File: src/rtl/serial_compare_pkg.sv
// Shared types and constants for the serial MSB-first comparator controller.
package serial_compare_pkg;

  localparam int DEFAULT_WIDTH = 32;

  typedef enum logic [1:0] {
    IDLE = 2'd0,
    RUN  = 2'd1,
    DONE = 2'd2
  } state_e;

  typedef enum logic [1:0] {
    LT = 2'd0,
    GT = 2'd1,
    EQ = 2'd2
  } slice_res_e;

endpackage

File: src/rtl/cmp_slice.sv
// Combinational 2-bit unsigned comparator; exactly one output is high.
module cmp_slice (
  input  logic [1:0] a,
  input  logic [1:0] b,
  output logic       lt,
  output logic       gt,
  output logic       eq
);

  assign lt = (a < b);
  assign gt = (a > b);
  assign eq = (a == b);

endmodule

File: src/rtl/serial_compare_ctrl.sv
// Serial MSB-first unsigned compare, one 2-bit slice per RUN cycle.
// Macro SERIAL_COMPARE_EARLY_EXIT_EN ends the compare on the first unequal slice.
module serial_compare_ctrl
  import serial_compare_pkg::*;
#(
  parameter  int WIDTH = DEFAULT_WIDTH,
  localparam int NSL   = WIDTH / 2,
  localparam int CW    = $clog2(NSL + 1)
) (
  input  logic             clk,
  input  logic             rst_n,
  input  logic             start,
  input  logic [WIDTH-1:0] a,
  input  logic [WIDTH-1:0] b,
  output logic             busy,
  output logic             done,
  output logic             lt,
  output logic             gt,
  output logic             eq,
  output logic [CW-1:0]    slices_used,
  output logic [1:0]       state_dbg
);

  // Handshake: start is taken on any edge where busy=0 (IDLE or DONE);
  // the result is valid exactly in the cycle done=1 and holds afterwards.

  state_e           state_q, state_d;
  logic [WIDTH-1:0] a_sh_q, b_sh_q;
  logic [CW-1:0]    cnt_q;
  logic             lt_q, gt_q, eq_q;
  logic [CW-1:0]    used_q;

  logic             s_lt, s_gt, s_eq;
  slice_res_e       slice_res, fin_res;
  logic             accept, last, finish;

  cmp_slice u_cmp (
    .a  (a_sh_q[WIDTH-1 -: 2]),
    .b  (b_sh_q[WIDTH-1 -: 2]),
    .lt (s_lt),
    .gt (s_gt),
    .eq (s_eq)
  );

  always_comb begin
    slice_res = EQ;
    if (s_lt)      slice_res = LT;
    else if (s_gt) slice_res = GT;
  end

  assign accept = (state_q != RUN) && start;
  assign last   = (cnt_q == CW'(NSL - 1));

`ifdef SERIAL_COMPARE_EARLY_EXIT_EN
  assign finish  = last || !s_eq;
  assign fin_res = slice_res;
`else
  // First unequal slice decides the result; later slices only run the clock out.
  slice_res_e res_q;

  always_ff @(posedge clk or negedge rst_n) begin
    if (!rst_n) begin
      res_q <= EQ;
    end else if (accept) begin
      res_q <= EQ;
    end else if (state_q == RUN && res_q == EQ) begin
      res_q <= slice_res;
    end
  end

  assign finish  = last;
  assign fin_res = (res_q == EQ) ? slice_res : res_q;
`endif

  always_ff @(posedge clk or negedge rst_n) begin
    if (!rst_n) state_q <= IDLE;
    else        state_q <= state_d;
  end

  always_comb begin
    state_d = state_q;
    case (state_q)
      IDLE:    if (start) state_d = RUN;
      RUN:     if (finish) state_d = DONE;
      DONE:    state_d = start ? RUN : IDLE;
      default: state_d = IDLE;
    endcase
  end

  always_comb begin
    busy = (state_q == RUN);
    done = (state_q == DONE);
  end

  always_ff @(posedge clk or negedge rst_n) begin
    if (!rst_n) begin
      a_sh_q <= '0;
      b_sh_q <= '0;
      cnt_q  <= '0;
      lt_q   <= 1'b0;
      gt_q   <= 1'b0;
      eq_q   <= 1'b0;
      used_q <= '0;
    end else if (accept) begin
      a_sh_q <= a;
      b_sh_q <= b;
      cnt_q  <= '0;
    end else if (state_q == RUN) begin
      a_sh_q <= {a_sh_q[WIDTH-3:0], 2'b00};
      b_sh_q <= {b_sh_q[WIDTH-3:0], 2'b00};
      cnt_q  <= cnt_q + CW'(1);
      if (finish) begin
        lt_q   <= (fin_res == LT);
        gt_q   <= (fin_res == GT);
        eq_q   <= (fin_res == EQ);
        used_q <= cnt_q + CW'(1);
      end
    end
  end

  assign lt          = lt_q;
  assign gt          = gt_q;
  assign eq          = eq_q;
  assign slices_used = used_q;
  assign state_dbg   = state_q;

endmodule

File: config.mk
export PLATFORM = sky130hd
export DESIGN_NAME = serial_compare_ctrl
export DESIGN_NICKNAME = d
export VERILOG_FILES = /design/src/rtl/serial_compare_pkg.sv /design/src/rtl/cmp_slice.sv /design/src/rtl/serial_compare_ctrl.sv
export SDC_FILE = /design/constraint.sdc
export NUM_CORES = 1
export LEC_CHECK = 0
export ABC_CLOCK_PERIOD_IN_PS = 4800
export CORE_AREA = 5 5 88 90
export CTS_CLUSTER_DIAMETER = 40
export DETAILED_ROUTE_END_ITERATION = 16
export DIE_AREA = 0 0 93 95
export PLACE_DENSITY_LB_ADDON = 0.05
export SLEW_MARGIN = 20
export SYNTH_ARGS = -nofsm -noshare
export SYNTH_HDL_FRONTEND = slang
export SYNTH_SLANG_ARGS = --single-unit
File: constraint.sdc
create_clock -name clk -period 4.8 [get_ports clk]
set_input_delay 0.48 -clock clk [delete_from_list [all_inputs] [get_ports clk]]
set_output_delay 0.48 -clock clk [all_outputs]
set_load 0.03 [all_outputs]
Word-level counts from Yosys, hierarchy flattened
Index checks and enable logic that the tools add are counted.

word-level totals
  register bits = 81
  latch bits = 0
  RAM bits = 0
  ROM bits = 0
  bits of input ports = 67
  output and inout bits = 12
  memories = 0

cells by class
  add/sub/neg operators = 1
  $mul = 0
  div/mod/pow operators = 0
  $lt $le $gt $ge = 2
  equal/unequal tests = 9
  shift operators = 0
  multiplexer cells = 15
  bitwise operators = 1
  reductions and logical operators = 8

operator list
  cell                                                   count
  two-way mux 32 bit                                     4
  two-way mux 2 bit                                      7
  two-way mux 5 bit                                      2
  == test 2 bit, second input constant                   3
  one-hot mux 2 bit (3 select lines)                     1
  adder 5 x 1 -> 5 bit, second input constant            1
  == test 5 x 4 -> 1 bit, second input constant          1
  == test 2 x 1 -> 1 bit, second input constant          2
  logical NOT 2 bit                                      2
  inequality test 2 x 1 -> 1 bit, second input constant  2
  nonzero test 2 bit                                     2
  AND reduction 3 bit                                    1
  > comparator 2 bit                                     1
  logical AND 1 bit                                      2
  less-than comparator 2 bit                             1
  inequality test 2 bit, second input constant           1
  AND reduction 2 bit                                    1
  two-way mux 1 bit                                      1
  inverter 1 bit                                         1

Longest topological paths before layout
  depth after elaboration = 5
  depth in mapped cells = 8
  gate-level depth less buffers = 6

Cells and area by module
Synthesis repeated with hierarchy kept, for this count alone.

unflattened totals
  cell total of the unflattened synthesis = 356
  area, all modules = 3791.1 µm²

modules (own cells, without submodules)
  module               instances  cells an instance  area an instance (µm²)
  serial_compare_ctrl  1          347                3728.6
  cmp_slice            1          9                  62.6

Worst setup path after synthesis
No wires, ideal clock.

  path kind = register to output
  start = reg state_q[1], in the netlist state_dbg[1]
  end = out busy
  data arrival time = 1450 ps
  slack = 2870 ps
  cell stages (with the launch flop) = 6
  cells stage by stage = dfrtp_1 nand2b_1 buf_6 clkinv_4 buf_6 clkbuf_1

on the way
  longest elaborated chain between the ends = 1

ends and longest elaborated chain
  element                   RTL line                   RTL
  start: declaration        serial_compare_ctrl.sv:27  state_e state_q, state_d;
  start signal: assignment  serial_compare_ctrl.sv:77  else state_q <= state_d;
  == test 2 x 1 -> 1 bit    serial_compare_ctrl.sv:91  busy = (state_q == RUN);
  end: declaration          serial_compare_ctrl.sv:15  output logic busy,

Every way passes these cells.

Final worst setup path
  start = reg state_q[0], in the netlist state_dbg[0]
  end = out busy

The elaborated chain is that of the path after synthesis.

==> results.tsv <==
stage	metric	value	unit
status	status	completed	
clock_network	buffer count from post-CTS setup fixing	0	
detailed_routing	vias per cell	5.14	
sta	endpoints failing hold	0	
placement	final HPWL from detailed placement	4.48	mm
finish	area delta synth->final	25.7	%
clock_network	Worst-Skew Late Latency	0.34	ns
detailed_routing	1st-iter DRT viols	144	
synth	synth warn	0	
sta	count of final setup violators	0	
detailed_routing	ANT nets after route	0	
synth	synthesized cell area	3670	sq um
detailed_routing	overall via count from detail_route	2584	
floorplanning	std cell rows	31	
pwr	Pwr Total	0.00235	W
placement	# port buffers	78	
finish	post-route cell area	4610	sq um
worst_setup_path	CP Class	reg2out	
clock_network	post-CTS resize count	0	
placement	Final GP Congestion	0.728	
clock_network	clock-pin slew of the registers on the worst-case setup and hold paths	0.08	ns
clock_network	clk buf depth	2	
clock_network	cts hold-fix bufs	0	
clock_network	Root Driver	clkbuf_8	
finish	layout cells sized above 1	0.0523	
sta	Worst Max-Slew Pin Slew	1.09	ns
worst_setup_path	Worst Path Max Fanout	131	
synth	Synth Net Count	422	
detailed_routing	drt wl/cell	13.7	um
clock_network	CTS H-tree depth	3	
sta	Slew headroom	0.270	
floorplanning	initial core utilization	0.526	
worst_hold_path	Hold Path Class	in2async	
finish	commonest non-fill, non-tap cell in the layout	dfrtp_1	
floorplanning	Die H	95	um
pwr	Lkg Pwr	2.17	nW
worst_setup_path	CP Depth	3	
worst_setup_path	CP Capture Type	primary output	
sta	Final Max Slew Viols	0	
sta	skew final	0.00729	ns
clock_network	CTS tree	yes	
clock_network	CTS Buf Count	9	
synth	Seq/Total Area, Yosys	0.552	
synth	post-synth cell types	28	
global_routing	vias in the first global route	2536	
floorplanning	Die Area	8840	sq um
finish	Layout fillers	592	
clock_network	clock sinks	81	
synth	register bit count reported by yosys	81	
finish	commonest non-fill, non-tap cells in the layout	dfrtp_1 (80), clkdlybuf4s50_1 (76), o21ai_0 (74)	
synth	Syn Area/Cell	10.5	sq um
placement	Post-DP Area	4430	sq um
floorplanning	io pins	79	
finish	diodes inserted	0	
worst_setup_path	Crit path arrival time	2.49	ns
global_routing	first-pass GRT wire length	11.6	mm
worst_setup_path	Crit path largest cell delay	0.80	ns
synth	area share of the largest cell type after synthesis	0.545	
detailed_routing	aggregate routed wire length	6.90	mm
worst_setup_path	reg2reg end	slices_used[1]	
detailed_routing	drt pass-1 iters	4	
job	max cap viols	0	
worst_setup_path	Setup crit start	state_dbg[0]	
worst_setup_path	required time of the critical path	4.32	ns
global_routing	largest net degree at the start of global routing	132	
sta	RSZ-0062 raised after global routing	no	
worst_setup_path	crit path to	busy	
worst_setup_path	crit path cell chain	nand2b_1 > clkinv_4 > clkdlybuf4s50_1	
worst_setup_path	crit path buf inv count	2	
worst_setup_path	Reg2Reg Depth	4	
finish	Final nets	487	
worst_setup_path	top cell family by delay on the critical path	buffers and inverters	
detailed_routing	DRC	0	
global_routing	Total GRT Usage	0.167	
global_routing	total gr overflow	0	
floorplanning	die width	93	um
pwr	Worst VDD drop	0.279	mV
sta	crit path time final	2.97	ns
worst_setup_path	register-to-register setup slack	2.58	ns
floorplanning	CORE AREA	6980	sq um
worst_setup_path	CP Launch Type	register	
sta	Final period util	0.618	
synth	area leader, netlist	dfrtp_1	
worst_setup_path	FF-to-FF Start	state_dbg[0]	
pwr	pwr dens	508	nW/um^2
synth	Area contributors post-synth	dfrtp_1 (55%), mux2i_1 (17%), o21ai_0 (10%), nand2_1 (7.4%), ha_1 (1.4%)	
global_routing	initial antenna violation count	0	
synth	Post-Synthesis Cells	351	
sta	Max Freq	337	MHz
worst_setup_path	slowest CP cell	clkdlybuf4s50_1	
sta	setup tns final	0	ns
-- logic make-up after synthesis --
family	share of synthesized area
mux	0.178
xor+xnor	0.00477
compound gates	0.113
flops	0.552
buf+inv	0.0412
simple gates	0.0975
fa+ha+maj	0.0136
-- through the flow --
step | utilization | cells | worst slack (ns) | hold slack, ns
2_1_floorplan | - | 351 | 2.87 | 0.184
3_3_place_gp | 0.634 | 487 | 2.21 | 0.458
3_5_place_dp | 0.634 | 487 | 2.12 | 0.461
4_1_cts | 0.660 | 503 | 1.75 | 0.339
5_1_grt | 0.661 | 503 | 1.60 | 0.209
6_report | 0.661 | 503 | 1.83 | 0.164
-- report_power, final --
part           total (W)  leakage (nW)  switching [W]  internal, W
sequential       0.00109          1.05       0.000142     0.000952
clock           0.000447        0.0911       0.000234     0.000213
combinational   0.000804          1.03       0.000483     0.000321
total            0.00235          2.17       0.000859      0.00149
-- synthesized netlist by cell type --
library cell  count
nand2b_1          2
nand2_1          72
nor2b_1           2
o21ai_0          74
buf_2             9
mux2_2            1
dfstp_2           1
o211ai_1          1
nor2_1            7
a21oi_1           1
o211a_1           1
xor2_1            1
buf_4             1
xnor2_1           1
buf_6             2
clkinv_4          1
o22ai_1           1
ha_1              4
nand3_1           2
a32o_1            1
o21ai_1           1
inv_1             6
or3b_1            1
clkbuf_1         12
and3_1            1
mux2i_1          64
nand2_4           1
dfrtp_1          80
-- per-layer routing --
layer | track usage | routed length, um | up-vias
met5 | 0 | 0 | -
met4 | 0.0696 | 112 | 0
met3 | 0.0422 | 388 | 10
met2 | 0.259 | 3130 | 57
met1 | 0.224 | 3270 | 1192
li1 | - | - | 1325
-- worst min-delay path by stage --
stage / cells after the start / to / startpoint
after global routing: 1 / a_sh_q[10] / rst_n
after detailed placement: 2 / b_sh_q[18] / b_sh_q[16]
after CTS: 1 / a_sh_q[10] / rst_n
final: 1 / a_sh_q[10] / rst_n
after floorplan: 0 / a_sh_q[0] / rst_n
after global placement: 2 / b_sh_q[31] / b_sh_q[29]
-- state kept, by name (all words and copies together), names as in the netlist --
register,flops
a_sh_q,32
b_sh_q,32
cnt_q,5
slices_used,5
res_q,2
state_dbg,2
eq,1
gt,1
lt,1
-- final cells by class --
type,count,area [sq um],share of cell area
flip-flops and latches,81,2030,0.440
multi-input cells,239,1490,0.323
repair buffers,78,779,0.169
clock buffers,11,151,0.0328
well taps,82,103,0.0222
inverters,7,31.3,0.00678
clock inverters,5,30.0,0.00651
Power figures use the tool's default switching activity.
